==> config.mk <==
export PLATFORM = sky130hd
export DESIGN_NAME = debounce_event_ctrl
export DESIGN_NICKNAME = d
export VERILOG_FILES = /design/src/rtl/debounce_event_ctrl_pkg.sv /design/src/rtl/debounce_event_ctrl_channel.sv /design/src/rtl/debounce_event_ctrl.sv
export SDC_FILE = /design/constraint.sdc
export NUM_CORES = 1
export LEC_CHECK = 0
export CELL_PAD_IN_SITES_DETAIL_PLACEMENT = 0
export CELL_PAD_IN_SITES_GLOBAL_PLACEMENT = 2
export CORE_ASPECT_RATIO = 0.5
export CORE_MARGIN = 4
export CORE_UTILIZATION = 38
export DETAILED_ROUTE_END_ITERATION = 7
export GPL_TIMING_DRIVEN = 0
export PLACE_DENSITY_LB_ADDON = 0.2
export REMOVE_ABC_BUFFERS = 1
export SYNTH_ARGS = -nofsm -noshare
export SYNTH_HDL_FRONTEND = slang
export SYNTH_SLANG_ARGS = --single-unit
==> constraint.sdc <==
create_clock -name i_clk -period 2.1 [get_ports i_clk]
set_clock_uncertainty 0.05 [all_clocks]
set_input_delay 0.525 -clock i_clk [delete_from_list [all_inputs] [get_ports i_clk]]
set_output_delay 0.525 -clock i_clk [all_outputs]
set_load 0.01 [all_outputs]
==> src/rtl/debounce_event_ctrl_pkg.sv <==
`default_nettype none
// ============================================================================
// debounce_event_ctrl_pkg : shared event constants, arbiter state type, width helper
// Revision: 1.0
// ============================================================================
package debounce_event_ctrl_pkg;

  localparam logic EV_FELL = 1'b0;
  localparam logic EV_ROSE = 1'b1;

  typedef enum logic [0:0] {
    ARB_IDLE    = 1'b0,
    ARB_PRESENT = 1'b1
  } arb_state_t;

  // Index/counter width that never collapses to zero bits.
  function automatic int idx_width(input int n);
    return (n > 1) ? $clog2(n) : 1;
  endfunction

endpackage
`default_nettype wire

==> src/rtl/debounce_event_ctrl_channel.sv <==
`default_nettype none
// ============================================================================
// debounce_event_ctrl_channel : 2-flop synchronizer, tick-gated debounce counter and level
// Revision: 1.0
// ============================================================================
module debounce_event_ctrl_channel
  import debounce_event_ctrl_pkg::*;
#(
  parameter int   p_CNT_WIDTH  = 2,
  parameter logic p_INIT_VALUE = 1'b0
) (
  input  logic clk,
  input  logic rst_n,
  input  logic tick,
  input  logic raw,
  output logic state,
  output logic flip,
  output logic flip_level
);

  localparam logic [p_CNT_WIDTH-1:0] CNT_MAX = '1;

  logic                   sync1;
  logic                   sync2;
  logic [p_CNT_WIDTH-1:0] cnt;
  logic                   differ;

  assign differ = (sync2 != state);
  // Flip is combinational so the top can latch the event on the same edge the level changes.
  assign flip       = tick && differ && (cnt == CNT_MAX);
  assign flip_level = state ? EV_FELL : EV_ROSE;

  always_ff @(posedge clk or negedge rst_n) begin
    if (!rst_n) begin
      sync1 <= p_INIT_VALUE;
      sync2 <= p_INIT_VALUE;
      cnt   <= '0;
      state <= p_INIT_VALUE;
    end else begin
      sync1 <= raw;
      sync2 <= sync1;
      if (tick) begin
        if (!differ) begin
          cnt <= '0;
        end else if (cnt == CNT_MAX) begin
          cnt   <= '0;
          state <= ~state;
        end else begin
          cnt <= cnt + 1'b1;
        end
      end
    end
  end

endmodule
`default_nettype wire

==> src/rtl/debounce_event_ctrl.sv <==
`default_nettype none
// ============================================================================
// debounce_event_ctrl : multi-channel debouncer with round-robin valid/ready event port
// Revision: 1.0
// ============================================================================
module debounce_event_ctrl
  import debounce_event_ctrl_pkg::*;
#(
  parameter int   p_CHANNELS   = 4,
  parameter int   p_CNT_WIDTH  = 2,
  parameter int   p_TICK_DIV   = 16,
  parameter logic p_INIT_VALUE = 1'b0
) (
  input  logic                          i_clk,
  input  logic                          i_rst_n,
  input  logic [p_CHANNELS-1:0]         i_raw,
  output logic [p_CHANNELS-1:0]         o_state,
  output logic                          o_ev_valid,
  input  logic                          i_ev_ready,
  output logic [$clog2(p_CHANNELS)-1:0] o_ev_channel,
  output logic                          o_ev_level,
  output logic                          o_overflow
);

  localparam int IDX_W  = $clog2(p_CHANNELS);
  localparam int TICK_W = idx_width(p_TICK_DIV);

  logic                  tick;
  logic [p_CHANNELS-1:0] flip;
  logic [p_CHANNELS-1:0] flip_level;
  logic [p_CHANNELS-1:0] pending;
  logic [p_CHANNELS-1:0] pend_level;
  logic [p_CHANNELS-1:0] unload;
  logic [IDX_W-1:0]      ptr;
  logic [IDX_W-1:0]      sel;
  logic [IDX_W-1:0]      cand;
  logic                  any_pending;
  arb_state_t            arb_state;

  generate
    if (p_TICK_DIV == 1) begin : g_tick_every_clk
      assign tick = 1'b1;
    end else begin : g_tick_prescaler
      logic [TICK_W-1:0] div_cnt;
      assign tick = (div_cnt == TICK_W'(p_TICK_DIV - 1));
      always_ff @(posedge i_clk or negedge i_rst_n) begin
        if (!i_rst_n) begin
          div_cnt <= '0;
        end else if (tick) begin
          div_cnt <= '0;
        end else begin
          div_cnt <= div_cnt + 1'b1;
        end
      end
    end
  endgenerate

  generate
    for (genvar g = 0; g < p_CHANNELS; g++) begin : g_channel
      debounce_event_ctrl_channel #(
        .p_CNT_WIDTH  (p_CNT_WIDTH),
        .p_INIT_VALUE (p_INIT_VALUE)
      ) u_channel (
        .clk        (i_clk),
        .rst_n      (i_rst_n),
        .tick       (tick),
        .raw        (i_raw[g]),
        .state      (o_state[g]),
        .flip       (flip[g]),
        .flip_level (flip_level[g])
      );
    end
  endgenerate

  // Scan offsets high to low so the smallest offset from ptr wins.
  always_comb begin
    sel         = '0;
    cand        = '0;
    any_pending = 1'b0;
    for (int i = p_CHANNELS - 1; i >= 0; i--) begin
      cand = IDX_W'((int'(ptr) + i) % p_CHANNELS);
      if (pending[cand]) begin
        sel         = cand;
        any_pending = 1'b1;
      end
    end
  end

  always_comb begin
    unload = '0;
    if ((arb_state == ARB_IDLE) && any_pending) begin
      unload[sel] = 1'b1;
    end
  end

  // A flip landing on a slot being unloaded re-arms it without counting as overflow.
  always_ff @(posedge i_clk or negedge i_rst_n) begin
    if (!i_rst_n) begin
      pending    <= '0;
      pend_level <= '0;
      o_overflow <= 1'b0;
    end else begin
      o_overflow <= |(flip & pending & ~unload);
      pending    <= (pending & ~unload) | flip;
      pend_level <= (pend_level & ~flip) | (flip_level & flip);
    end
  end

  always_ff @(posedge i_clk or negedge i_rst_n) begin
    if (!i_rst_n) begin
      arb_state    <= ARB_IDLE;
      ptr          <= '0;
      o_ev_valid   <= 1'b0;
      o_ev_channel <= '0;
      o_ev_level   <= 1'b0;
    end else begin
      case (arb_state)
        ARB_IDLE: begin
          if (any_pending) begin
            o_ev_channel <= sel;
            o_ev_level   <= pend_level[sel];
            o_ev_valid   <= 1'b1;
            arb_state    <= ARB_PRESENT;
          end
        end
        ARB_PRESENT: begin
          if (i_ev_ready) begin
            o_ev_valid <= 1'b0;
            ptr        <= (o_ev_channel == IDX_W'(p_CHANNELS - 1)) ? '0 : o_ev_channel + 1'b1;
            arb_state  <= ARB_IDLE;
          end
        end
        default: arb_state <= ARB_IDLE;
      endcase
    end
  end

endmodule
`default_nettype wire

# Yosys cells after proc, flatten, opt, wreduce, memory -nomap -nowiden
# Cells that the tools add are included.
totals:
  out_inout_bits: 9
  n_memories: 0
  rom_bits: 0
  latch_bits: 0
  ff_bits: 40
  ramBits: 0
  in_bits: 7
op_classes:
  mul: 0
  n_bitwise: 14
  n_reduce_logical: 18
  n_shift: 0
  mux: 41
  div_mod_pow: 0
  eq_ne: 12
  n_addsub: 9
  n_lt_le_gt_ge: 6
op_table:
  columns: ["op", "n"]
  rows:
  - ["2-bit 2-to-1 mux", 13]
  - ["4-bit AND", 5]
  - ["1-bit 2-to-1 mux", 18]
  - ["2-bit by 3-bit less-than comparator with 1-bit output (second input constant)", 5]
  - ["2-bit by 1-bit adder with 2-bit output (second input constant)", 6]
  - ["3-bit AND reduction", 4]
  - ["1-bit binary-select mux with 2-bit select", 5]
  - ["2-bit equality test (second input constant)", 5]
  - ["1-bit logical AND", 10]
  - ["4-bit 2-to-1 mux", 2]
  - ["4-bit inverter", 2]
  - ["4-bit bitwise OR", 2]
  - ["2-bit AND reduction", 3]
  - ["1-bit inverter", 5]
  - ["2-bit adder (second input constant)", 2]
  - ["4-bit by 1-bit adder with 4-bit output (second input constant)", 1]
  - ["4-bit equality test (second input constant)", 1]
  - ["1-bit inequality test", 4]
  - ["2-bit inequality test (second input constant)", 2]
  - ["1-bit one-hot mux with 2 select lines", 2]
  - ["4-bit OR reduction", 1]
  - ["1-bit demux with 2-bit select", 1]
  - ["2-bit by 1-bit >= comparator with 1-bit output (second input constant)", 1]

# Longest topological paths before layout
# Gate-level depths: netlist of the first run.
depth:
  word_depth: 15
  ltp_mapped: 7
  depth_no_buf: 6

# By module
# Synthesis of the first run repeated with hierarchy kept, for this count alone.
unflattened:
  cells_unflattened: 147
  area_unflattened_um2: 1740.4
modules_own_cells:
  columns: ["mod", "n_inst", "area_each_um2", "cells_per_inst", "seq_area_each_um2"]
  rows:
  - ["debounce_event_ctrl", 1, 934.6, 79, 500.5]
  - ["debounce_event_ctrl_channel", 4, 201.4, 17, 125.1]

# Worst setup path after synthesis of the first run
# Ideal clock, no wire load.
synth_timing:
  path_kind: "register to register"
  from: "reg pending[0]"
  to: "reg o_overflow"
  path_slack_ps: 469
  setup_ps: 134
  stages_incl_launch_ff: 6
  n_path_buf: 0
  arrival_time_ps: 1446
  period_less_slack_ps: 1631
  cell_sequence: "dfrtp_1 and2b_1 a2111oi_4 o21ai_1 o2111ai_1 nand4_1"
synth_between:
  elab_chain_len: 14
  elab_cells_between_ends: 27
synth_rtl:
  columns: ["item", "line", "source"]
  rows:
  - ["start: declaration", "debounce_event_ctrl.sv:31", "logic [p_CHANNELS-1:0] pending;"]
  - ["start signal: assignment", "debounce_event_ctrl.sv:104", "pending <= (pending & ~unload) | flip;"]
  - ["1-bit binary-select mux with 2-bit select", "debounce_event_ctrl.sv:82", "if (pending[cand]) begin"]
  - ["1-bit 2-to-1 mux (implied by the code)", "debounce_event_ctrl.sv:82", null]
  - ["2-bit 2-to-1 mux (4 in series)", "debounce_event_ctrl.sv:82", null]
  - ["2-bit by 3-bit less-than comparator with 1-bit output (implied by the code) / 2-bit by 1-bit >= comparator with 1-bit output (equally long branches)", "debounce_event_ctrl.sv:92", "unload[sel] = 1'b1;"]
  - ["1-bit logical AND (implied by the code)", "debounce_event_ctrl.sv:92", null]
  - ["1-bit 2-to-1 mux (implied by the code)", "debounce_event_ctrl.sv:92", null]
  - ["1-bit demux with 2-bit select", "debounce_event_ctrl.sv:92", null]
  - ["4-bit 2-to-1 mux", "debounce_event_ctrl.sv:91", "if ((arb_state == ARB_IDLE) && any_pending) begin"]
  - ["4-bit inverter", "debounce_event_ctrl.sv:103", "o_overflow <= |(flip & pending & ~unload);"]
  - ["4-bit AND (*)", "debounce_event_ctrl.sv:103", null]
  - ["4-bit OR reduction (*)", "debounce_event_ctrl.sv:103", null]
  - ["end signal: assignment", "debounce_event_ctrl.sv:103", null]
  - ["end: declaration", "debounce_event_ctrl.sv:22", "output logic o_overflow"]
# Every way passes the cells marked *; elsewhere a longest branch is shown, timed or not. The select of a mux whose other input is x is not followed.
# A chain may end at the register's enable or synchronous reset.

# Final worst setup path of the first run
layout_timing:
  from: "reg g_tick_prescaler.div_cnt[0]"
  to: "reg o_overflow"
layout_between:
  elab_chain_len: 6
  elab_cells_between_ends: 12
layout_rtl:
  columns: ["item", "line", "source"]
  rows:
  - ["start: declaration", "debounce_event_ctrl.sv:44", "logic [TICK_W-1:0] div_cnt;"]
  - ["start signal: assignment", "debounce_event_ctrl.sv:52", "div_cnt <= div_cnt + 1'b1;"]
  - ["4-bit equality test (*)", "debounce_event_ctrl.sv:45", "assign tick = (div_cnt == TICK_W'(p_TICK_DIV - 1));"]
  - ["1-bit logical AND (2 in series)", "debounce_event_ctrl_channel.sv:30", "assign flip = tick && differ && (cnt == CNT_MAX);"]
  - ["4-bit AND (*) (2 in series)", "debounce_event_ctrl.sv:103", null]
  - ["4-bit OR reduction (*)", "debounce_event_ctrl.sv:103", null]
# Every way passes the cells marked *; elsewhere a longest branch is shown, timed or not.

==> results of run 1 <==
cells in the mapped netlist, types with 2 or more instances:
cell type / count / share of area
buf_4: 4 / 0.017
nand3_1: 3 / 0.0087
clkbuf_1: 2 / 0.0043
inv_1: 4 / 0.0087
dfrtp_1: 40 / 0.58
nor2_1: 9 / 0.020
ha_1: 6 / 0.043
o21ai_1: 2 / 0.0058
o21ai_0: 10 / 0.029
nor2_2: 2 / 0.0072
and2b_1: 2 / 0.0087
o2111ai_1: 2 / 0.010
xnor2_1: 8 / 0.041
nand2_1: 17 / 0.037
o31ai_1: 2 / 0.0087
a21boi_0: 2 / 0.0087
a22o_1: 8 / 0.041
worst max-delay path, delay by kind of cell (launching register included):
family	cells	cell delay [ns]
flip-flops	1	0.39
AO/OA/AOI/OAI	1	0.31
AND/OR/NAND/NOR	4	0.80
adder cells (fa/ha/maj)	1	0.26
worst min path at each step:
stage,endpoint,slack [ns],depth (start not counted),start
finish,g_channel[0].u_channel.sync2$_DFF_PN0_,0.30,0,g_channel[0].u_channel.sync1$_DFF_PN0_
global route,g_channel[2].u_channel.sync2$_DFF_PN0_,0.31,0,g_channel[2].u_channel.sync1$_DFF_PN0_
CTS,g_channel[1].u_channel.sync2$_DFF_PN0_,0.30,0,g_channel[1].u_channel.sync1$_DFF_PN0_
detailed placement,ptr[0]$_DFFE_PN0P_,0.27,1,i_rst_n
global placement,g_channel[2].u_channel.sync2$_DFF_PN0_,0.28,0,g_channel[2].u_channel.sync1$_DFF_PN0_
floorplan,async pin,0.18,0,i_rst_n
logic make-up (layout without fill, tap and decap cells):
family,Yosys count,after routing,synth area share
buffers and inverters,11,30,0.03258
XOR/XNOR,9,9,0.04562
AND/OR/NAND/NOR,41,41,0.1209
adder cells (fa/ha/maj),6,6,0.04345
AO/OA/AOI/OAI,36,36,0.1658
multiplexers,2,2,0.01231
flip-flops,40,40,0.5793
layer usage:
metal / vias up / track usage / share of wire
met5: - / 0 / 0
met4: 0 / 0.03321 / 0.0044
met2: 16 / 0.1549 / 0.40
met1: 529 / 0.1736 / 0.55
met3: 2 / 0.04506 / 0.047
li1: 550 / - / -
state kept, by name, summed over array words and instances, names as in the netlist, named ones only:
name	cells
o_ev_valid	1
o_ev_channel	2
g_channel.u_channel.state	4
g_tick_prescaler.div_cnt	4
pending	4
g_channel.u_channel.sync1	4
ptr	2
g_channel.u_channel.sync2	4
o_ev_level	1
o_overflow	1
arb_state	1
g_channel.u_channel.cnt	8
what timing repair did:
| action | CTS | global route |
|---|---|---|
| endpoints found under the setup margin | 0 | 3 |
| hold buffers | 1 | 0 |
| endpoints found under the hold margin | 1 | 0 |
| gates resized for setup | 0 | 1 |
per-stage QoR:
stage / hold WS, ns / area (sq um) / instances / utilization / setup TNS (ns)
floorplan: 0.1794 / 1690 / 139 / - / 0
global placement: 0.2814 / 1912 / 211 / 0.4342 / -24.03
detailed placement: 0.2746 / 1927 / 212 / 0.4376 / 0
CTS: 0.3042 / 2058 / 221 / 0.4675 / 0
global route: 0.3099 / 2063 / 221 / 0.4686 / 0
finish: 0.3020 / 2063 / 221 / 0.4686 / 0
power by group:
part,internal (uW),leakage (uW),switching [uW],total [uW]
clock network,389,0.0000614,269,658
registers,805,0.000521,25.3,830
logic,57.3,0.000337,53.5,111
total,1250,0.000920,348,1600
area by class of cell:
type | count | area (sq um)
repair buffers | 17 | 175.2
fillers | 404 | 2340
clock inverters | 2 | 38.79
clock buffers | 6 | 82.58
well taps | 57 | 71.32
flip-flops and latches | 40 | 1001
inverters | 5 | 18.77
multi-input cells | 94 | 675.6
==> out/summary.txt, run 1 <==
Cts bufs inserted: 5
Via density: 4.964
Starting Density: 0.3924
First-pass GRT wire length: 5175 microns
Share of layout cells above drive strength 1: 0.1220
Drt drc: 0
Vias in the first global route: 1061
Measured slew at the worst slew-check pin: 0.4730 ns
Via count: 1097
Die width: 103.4 microns
R2R setup slack: 0.21 ns
Post-CTS setup buffers: 0
Top_reg_cell synth: dfrtp_1
Leak: 0.0009195 uW
H-tree depth: 2
N_diodes: 0
Slowest CP cell: dfrtp_1
DRT Pass-1 Iters: 4
Worst Path Arrival: 2.06 ns
Die Ht: 55.68 microns
CTS Root Cell: clkbuf_8
Final period utilization: 0.9020
Gate Count Post-Synth: 145
Cell Pwr Density: 774.7 mW/mm^2
Antenna violations before repair: 0
GP Congestion: 0.6973
Avg WL per Cell: 13.50 microns
Register area share after synthesis: 0.5793
Crit-path max cell delay: 0.39 ns
Leading cell type in the layout, fill and taps excluded: dfrtp_1
Worst-case reg-to-reg path depth: 6
NumNets Final: 176
Post-DP HPWL: 2115 microns
GR Overflow Total: 0
F_max: 0.5279 GHz
Total Wirelength: 2983 microns
Power after layout: 1598 uW
Unrepaired setup endpoints after global routing: no
Final ANT Viol Nets: 0
Cell area after synthesis: 0.001728 sq mm
Yosys reg bits: 40
Die footprint: 0.005755 sq mm
# setup viols final: 0
Final Max Tran Viols: 0
Clk pin slew, worst setup/hold paths: 0.08 ns
Total GRT Usage: 0.1166
Synth cell types: 39
YS warnings: 0
Initial drt markers: 32
CP Class: reg2reg
Synth async-reset ratio: 1.000
Max_cap viols: 0
Crit-path cells: ha_1 -> nand3_2 -> nor2_1 -> nand2_1 -> a311o_1 -> nand4_1
Clock sink count: 40
Status: completed
CTS tree: built
Worst EP required: 2.27 ns
VDD IR max: 0.3299 mV
Relative slew slack: 0.6846
Placeable Area: 0.004403 sq mm
Final worst setup slack: 0.2057 ns
Commonest cells after routing, fill and taps aside: 40 x dfrtp_1, 17 x nand2_1, 14 x clkdlybuf4s50_1
Max clock buf depth: 2
Pin count of the biggest net entering global routing: 40
Crit path launch: g_tick_prescaler.div_cnt[0]$_DFF_PN0_
I/O Buffers: 15
Ports: 16
Final Hold Viols: 0
Post-place setup slack: 0.03923 ns
Critical path startpoint category: flip-flop
FF-to-FF Start: g_tick_prescaler.div_cnt[0]$_DFF_PN0_
Worst min-delay path class: reg2reg
CP Max Fanout: 12
Worst-Skew Late Latency: 0.29 ns
RR Endpoint: o_overflow$_DFF_PN0_
Num rows: 17
Critical path endpoint category: flip-flop
CP endpoint: o_overflow$_DFF_PN0_
Min Tclk post-route: 1.894 ns
EDFF count, synth: 0
Avg Cell Area, Syn: 11.92 sq um
Area Overhead vs Synth: 19.41%
No activity file was read; power rests on OpenSTA's default activity.
==> run 2, diff against run 1 <==
--- a/config.mk
+++ b/config.mk
@@ -7,13 +7,14 @@
 export LEC_CHECK = 0
 export CELL_PAD_IN_SITES_DETAIL_PLACEMENT = 0
 export CELL_PAD_IN_SITES_GLOBAL_PLACEMENT = 2
-export CORE_ASPECT_RATIO = 0.5
 export CORE_MARGIN = 4
 export CORE_UTILIZATION = 38
+export CTS_CLUSTER_SIZE = 30
 export DETAILED_ROUTE_END_ITERATION = 7
 export GPL_TIMING_DRIVEN = 0
 export PLACE_DENSITY_LB_ADDON = 0.2
 export REMOVE_ABC_BUFFERS = 1
+export SETUP_SLACK_MARGIN = 0.3
 export SYNTH_ARGS = -nofsm -noshare
 export SYNTH_HDL_FRONTEND = slang
 export SYNTH_SLANG_ARGS = --single-unit
==> run 2 against run 1 <==
Against the previous run: count of clock-buffer cells in the layout is the same; first-iteration DRC count increased by 63%; register-to-register slack gained 0.14 ns; via count is 7.0% higher; critical path depth shrank 1; worst hold slack lost 0.020 ns; setup slack better by 0.14 ns; global-route usage grew 1.3 points; non-clock buffer count up 5; sequential share of layout area shrank 1.0 points; combinational power hardly changed; power down 7.4%.
==> out/summary.txt, run 2 (same netlist as run 1, synthesis figures left out) <==
Status: completed
Global-route met2 utilization: 0.2100 (+0.05508)
# setup viols final: 0 (unchanged)
Met3 GRT Util: 0.03694 (-0.008117)
Met1 usage: 0.1608 (-0.01286)
Hold buffers post-CTS: 0 (-1)
Worst Path Arrival: 1.93 ns (-0.13 ns)
Worst EP required: 2.28 ns (about the same)
Total GRT Usage: 0.1296 (+0.01295)
First-pass GRT wire length: 5457 microns (+5.4%)
Fill cell count: 400 (-0.99%)
Starting Density: 0.3941 (+0.001680)
Final period utilization: 0.8371 (-0.06490)
CTS Root Cell: clkbuf_8
Critical path endpoint category: flip-flop
Worst min-delay path class: in2async
Clk pin slew, worst setup/hold paths: 0.08 ns (about the same)
Initial drt markers: 52 (+63%)
Area Overhead vs Synth: 22.52%
Power after layout: 1480 uW (-7.4%)
Internal Dissipation: 1129 uW (-9.7%)
Final Hold Viols: 0 (unchanged)
CTS tree: built
Min Tclk post-route: 1.758 ns (-0.1363 ns)
GR peak layer: met2
CP Max Fanout: 5 (-7)
Via count: 1174 (+7.0%)
Leak: 0.001025 uW (+11%)
VDD IR max: 0.3664 mV (+11%)
Layout Utilization: 0.4829 (+0.01428)
Slowest CP cell: dfrtp_2
Max reg flops: 8 (unchanged)
Share of layout cells above drive strength 1: 0.2189 (+0.09698)
Avg WL per Cell: 14.95 microns (+11%)
Leading cell type in the layout, fill and taps excluded: dfrtp_1
Unrepaired setup endpoints after global routing: yes
Num rows: 24 (+7)
Final ANT Viol Nets: 0 (unchanged)
Clock Power Share: 0.363 (-0.048)
Max_cap viols: 0 (unchanged)
Placeable Area: 0.004384 sq mm (-0.43%)
Die footprint: 0.005690 sq mm (-1.1%)
Cts bufs inserted: 5 (unchanged)
Vias in the first global route: 1193 (+12%)
Placed Instance Area: 0.001901 sq mm (-1.4%)
Combinational power share: 0.077 (+0.008)
F_max: 0.5688 GHz (+7.8%)
CP delay by family, top: simple AND/OR/NAND/NOR gates
WHS: 0.2822 ns (-0.01988 ns)
Crit-path cells: and2b_2 -> nor4b_4 -> nor2_2 -> a311o_1 -> nand4_1
N_diodes: 0 (unchanged)
Via density: 5.312 (+7.0%)
Biggest register: g_channel.u_channel.cnt
Clock sink count: 40 (unchanged)
Drt drc: 0 (unchanged)
Post-DP HPWL: 2319 microns (+9.6%)
GR Overflow Total: 0 (unchanged)
Cell Pwr Density: 699.3 mW/mm^2 (-9.7%)
Die Ht: 75.43 microns (+35%)
Antenna violations before repair: 0 (unchanged)
CP bufs+invs: 0 (unchanged)
Part of the power in registers: 0.560 (+0.041)
I/O Buffers: 15 (unchanged)
FF-to-FF Start: pending[2]$_DFF_PN0_
Measured slew at the worst slew-check pin: 0.8587 ns (+0.3857 ns)
Final Max Tran Viols: 0 (unchanged)
Switching part of the total: 0.2371 (+0.01955)
Psw: 351.1 uW (+0.94%)
Die width: 75.43 microns (-27%)
Commonest cells after routing, fill and taps aside: 36 x dfrtp_1, 17 x nand2_1, 10 x o21ai_0
Ports: 16 (unchanged)
Critical path startpoint category: flip-flop
H-tree depth: 2 (unchanged)
Crit path launch: pending[2]$_DFF_PN0_
NumNets Final: 181 (+2.8%)
Pin count of the biggest net entering global routing: 41 (+2.5%)
GP Congestion: 0.8232 (+18%)
CP Class: reg2reg
Relative slew slack: 0.4275 (-0.2571)
Crit-path max cell delay: 0.45 ns (+0.06 ns)
DRT Pass-1 Iters: 4 (unchanged)
Worst-Skew Late Latency: 0.29 ns (about the same)
Max clock buf depth: 2 (unchanged)
Total Wirelength: 3304 microns (+11%)
Final instance area: 0.002117 sq mm (+2.6%)
-- run 2: cell count changes in the layout (fill, tap and decap cells not counted), sizes merged --
cell	change
dlygate4sd3	-1
bufinv	-1
buf	+6
dlymetal6s2s	+5
clkdlybuf4s50	-6
inv	+1
dlygate4sd2	+1
-- run 2: path summary, 6_finish.rpt --
path,to,slack [ns],depth (start not counted)
min,g_channel[3].u_channel.sync2$_DFF_PN0_,0.28,1
max reg2reg,o_overflow$_DFF_PN0_,0.34,5
max,o_overflow$_DFF_PN0_,0.34,5
max in group asynchronous,pending[1]$_DFF_PN0_,1.11,1
min reg2reg,g_channel[3].u_channel.sync2$_DFF_PN0_,0.30,0
min in group i_clk,g_channel[3].u_channel.sync2$_DFF_PN0_,0.30,0
-- run 2: timing repair --
item / CTS / global route
gates resized for setup: 3 / 17
buffers inserted: 4 / 3
cloned: 0 / 0
pin swaps: 1 / 5
endpoints found under the hold margin: 0 / 0
endpoints found under the setup margin: 19 / 15
-- run 2: power groups by stage --
stage	sequential [uW]	clock, uW	combinational, uW
after floorplan	841	0	58.7
after global placement	843	0	105
after detailed placement	845	0	109
after CTS	829	556	112
after global routing	833	588	130
final	830	537	114
-- run 2: per-layer routing --
| metal | share of wire | vias to the layer above |
|---|---|---|
| met2 | 0.48 | 24 |
| li1 | - | 563 |
| met3 | 0.042 | 9 |
| met4 | 0.023 | 0 |
| met1 | 0.45 | 578 |
| met5 | 0 | - |
-- run 2: cell type report --
class	instances	area, sq um	share of cell area
Sequential cell	40	1006	0.4752
Multi-Input combinational cell	94	721.9	0.3410
Timing Repair Buffer	22	209.0	0.09870
Clock buffer	6	82.58	0.03901
Tap cell	52	65.06	0.03073
Inverter	5	18.77	0.008865
Clock inverter	2	13.76	0.006501
-- run 2: per-stage QoR --
step                worst slack, ns  instances   TNS [ns]
floorplan                    0.4182        139          0
global placement            -0.4948        206     -19.70
detailed placement        -0.002508        206  -0.002508
CTS                          0.2328        218          0
global route                 0.2507        221          0
finish                       0.3420        221          0
==> run 3, diff against run 2 <==
==> constraint.sdc (replaced) <==
create_clock -name i_clk -period 1.8 [get_ports i_clk]
set_clock_uncertainty 0.05 [all_clocks]
set_input_delay 0.45 -clock i_clk [delete_from_list [all_inputs] [get_ports i_clk]]
set_output_delay 0.45 -clock i_clk [all_outputs]
set_load 0.01 [all_outputs]
==> run 3 against run 2 <==
Against the previous run: via count up 6.2%; critical endpoint is now o_ev_level$_DFFE_PN0P_; global-route usage up 0.78 points; die area unchanged; largest power group unchanged; core utilization up 5.2 points; first-iteration DRC count up 1.9%; sequential power up 17%.
==> out/summary.txt, run 3 (same netlist as run 1, synthesis figures left out) <==
Status: completed
CP Max Fanout: 5 (unchanged)
Die footprint: 0.005690 sq mm (unchanged)
Ports: 16 (unchanged)
Die width: 75.43 microns (unchanged)
Via count: 1247 (+6.2%)
Setup TNS: 0 ns (unchanged)
Area Overhead vs Synth: 35.77%
Worst Path Arrival: 1.89 ns (-0.04 ns)
N_diodes: 0 (unchanged)
Die Ht: 75.43 microns (unchanged)
Clock sink count: 40 (unchanged)
Power after layout: 1744 uW (+18%)
Antenna violations before repair: 0 (unchanged)
WHS: 0.2103 ns (-0.07183 ns)
DRT Pass-1 Iters: 4 (unchanged)
CTS tree: built
Final ANT Viol Nets: 0 (unchanged)
Crit path launch: pending[2]$_DFF_PN0_
Commonest cells after routing, fill and taps aside: 37 x dfrtp_1, 19 x buf_4, 12 x nand2_1
Max clock buf depth: 2 (unchanged)
Worst min-delay path class: in2async
Post-DP HPWL: 2319 microns (unchanged)
VDD IR max: 0.4323 mV (+18%)
F_max: 0.5756 GHz (+1.2%)
Initial drt markers: 53 (+1.9%)
CTS Root Cell: clkbuf_8
Min Tclk post-route: 1.737 ns (-0.02061 ns)
Fill cell count: 388 (-3.0%)
Total Wirelength: 3705 microns (+12%)
Pin count of the biggest net entering global routing: 41 (unchanged)
Leading cell type in the layout, fill and taps excluded: dfrtp_1
Placeable Area: 0.004384 sq mm (unchanged)
First-pass GRT wire length: 5768 microns (+5.7%)
NumNets Final: 198 (+9.4%)
GR Overflow Total: 0 (unchanged)
Starting Density: 0.3941 (unchanged)
Cell Pwr Density: 743.5 mW/mm^2 (+6.3%)
Vias in the first global route: 1255 (+5.2%)
Cts bufs inserted: 5 (unchanged)
Critical path startpoint category: flip-flop
Clk pin slew, worst setup/hold paths: 0.08 ns (about the same)
Final period utilization: 0.9652 (+0.1281)
Leak: 0.001085 uW (+5.8%)
# setup viols final: 0 (unchanged)
Drt drc: 0 (unchanged)
Worst EP required: 1.95 ns (-0.33 ns)
Max_cap viols: 0 (unchanged)
Via density: 5.239 (-1.4%)
I/O Buffers: 15 (unchanged)
Final Hold Viols: 0 (unchanged)
Total GRT Usage: 0.1374 (+0.007790)
Biggest register: g_channel.u_channel.cnt
Relative slew slack: 0.4276 (about the same)
FF-to-FF Start: pending[2]$_DFF_PN0_
Avg WL per Cell: 15.57 microns (+4.1%)
Max reg flops: 8 (unchanged)
CP Class: reg2reg
Worst-Skew Late Latency: 0.29 ns (about the same)
Unrepaired setup endpoints after global routing: yes
Hold buffers post-CTS: 0 (unchanged)
Final Max Tran Viols: 0 (unchanged)
GP Congestion: 0.8232 (unchanged)
Share of layout cells above drive strength 1: 0.3387 (+0.1198)
H-tree depth: 2 (unchanged)
Measured slew at the worst slew-check pin: 0.8587 ns (-0.00007063 ns)
Num rows: 24 (unchanged)
Multi-input logic area: 814.5 sq um (+13%)
Critical path endpoint category: flip-flop
Reg area: 0.001005 sq mm (-0.12%)
## run 3: worst paths after layout
| path | to | slack (ns) | cells past startpoint |
|---|---|---|---|
| max in group asynchronous | g_tick_prescaler.div_cnt[0]$_DFF_PN0_ | 0.88 | 1 |
| max | o_ev_level$_DFFE_PN0P_ | 0.06 | 6 |
| min | g_channel[3].u_channel.sync2$_DFF_PN0_ | 0.21 | 1 |
| min reg2reg | g_channel[3].u_channel.sync2$_DFF_PN0_ | 0.30 | 0 |
| min in group i_clk | g_channel[3].u_channel.sync2$_DFF_PN0_ | 0.30 | 0 |
| max reg2reg | o_ev_level$_DFFE_PN0P_ | 0.06 | 6 |
## run 3: power by group
part	internal (uW)	switching (uW)	leakage, uW
registers	939	28.6	0.000518
clock network	313	314	0.0000516
logic	72.5	77.3	0.000516
total	1320	420	0.00108
## run 3: routing by layer
metal	vias up	part of all wire	wire, microns	track usage
li1	596	-	-	-
met1	620	0.43	1580	0.1651
met2	20	0.51	1899	0.2263
met3	11	0.033	124	0.03826
met4	0	0.027	101	0.06796
met5	-	0	0	0
## run 3: area by class of cell
type | instances | share of cell area
Clock inverter | 2 | 0.005867
Tap cell | 52 | 0.02773
Clock buffer | 6 | 0.03520
Multi-Input combinational cell | 94 | 0.3472
Inverter | 5 | 0.008000
Sequential cell | 40 | 0.4283
Timing Repair Buffer | 39 | 0.1477
## run 3: what timing repair did
item | 4_1_cts | 5_1_grt
endpoints found under the setup margin | 32 | 28
resized for setup | 28 | 26
hold endpoints to repair | 0 | 0
setup buffers | 13 | 11
cloned | 0 | 0
pin swaps | 5 | 18
## run 3: through the flow
step	instance area, sq um	utilization	setup WS [ns]	instances
2_1_floorplan	1690	-	0.1182	139
3_5_place_dp	1901	0.4335	-0.3025	206
4_1_cts	2143	0.4889	0.08826	227
3_3_place_gp	1906	0.4346	-0.7198	206
6_report	2346	0.5351	0.06261	238
5_1_grt	2346	0.5351	-0.01842	238
## run 3: worst max-delay path, cell delays in order, from the launching register on
cell	delay [ns]
dfrtp_1	0.43
and2b_2	0.25
nor4b_4	0.29
buf_6	0.16
o21ai_0	0.09
a211o_1	0.32
o311ai_2	0.07
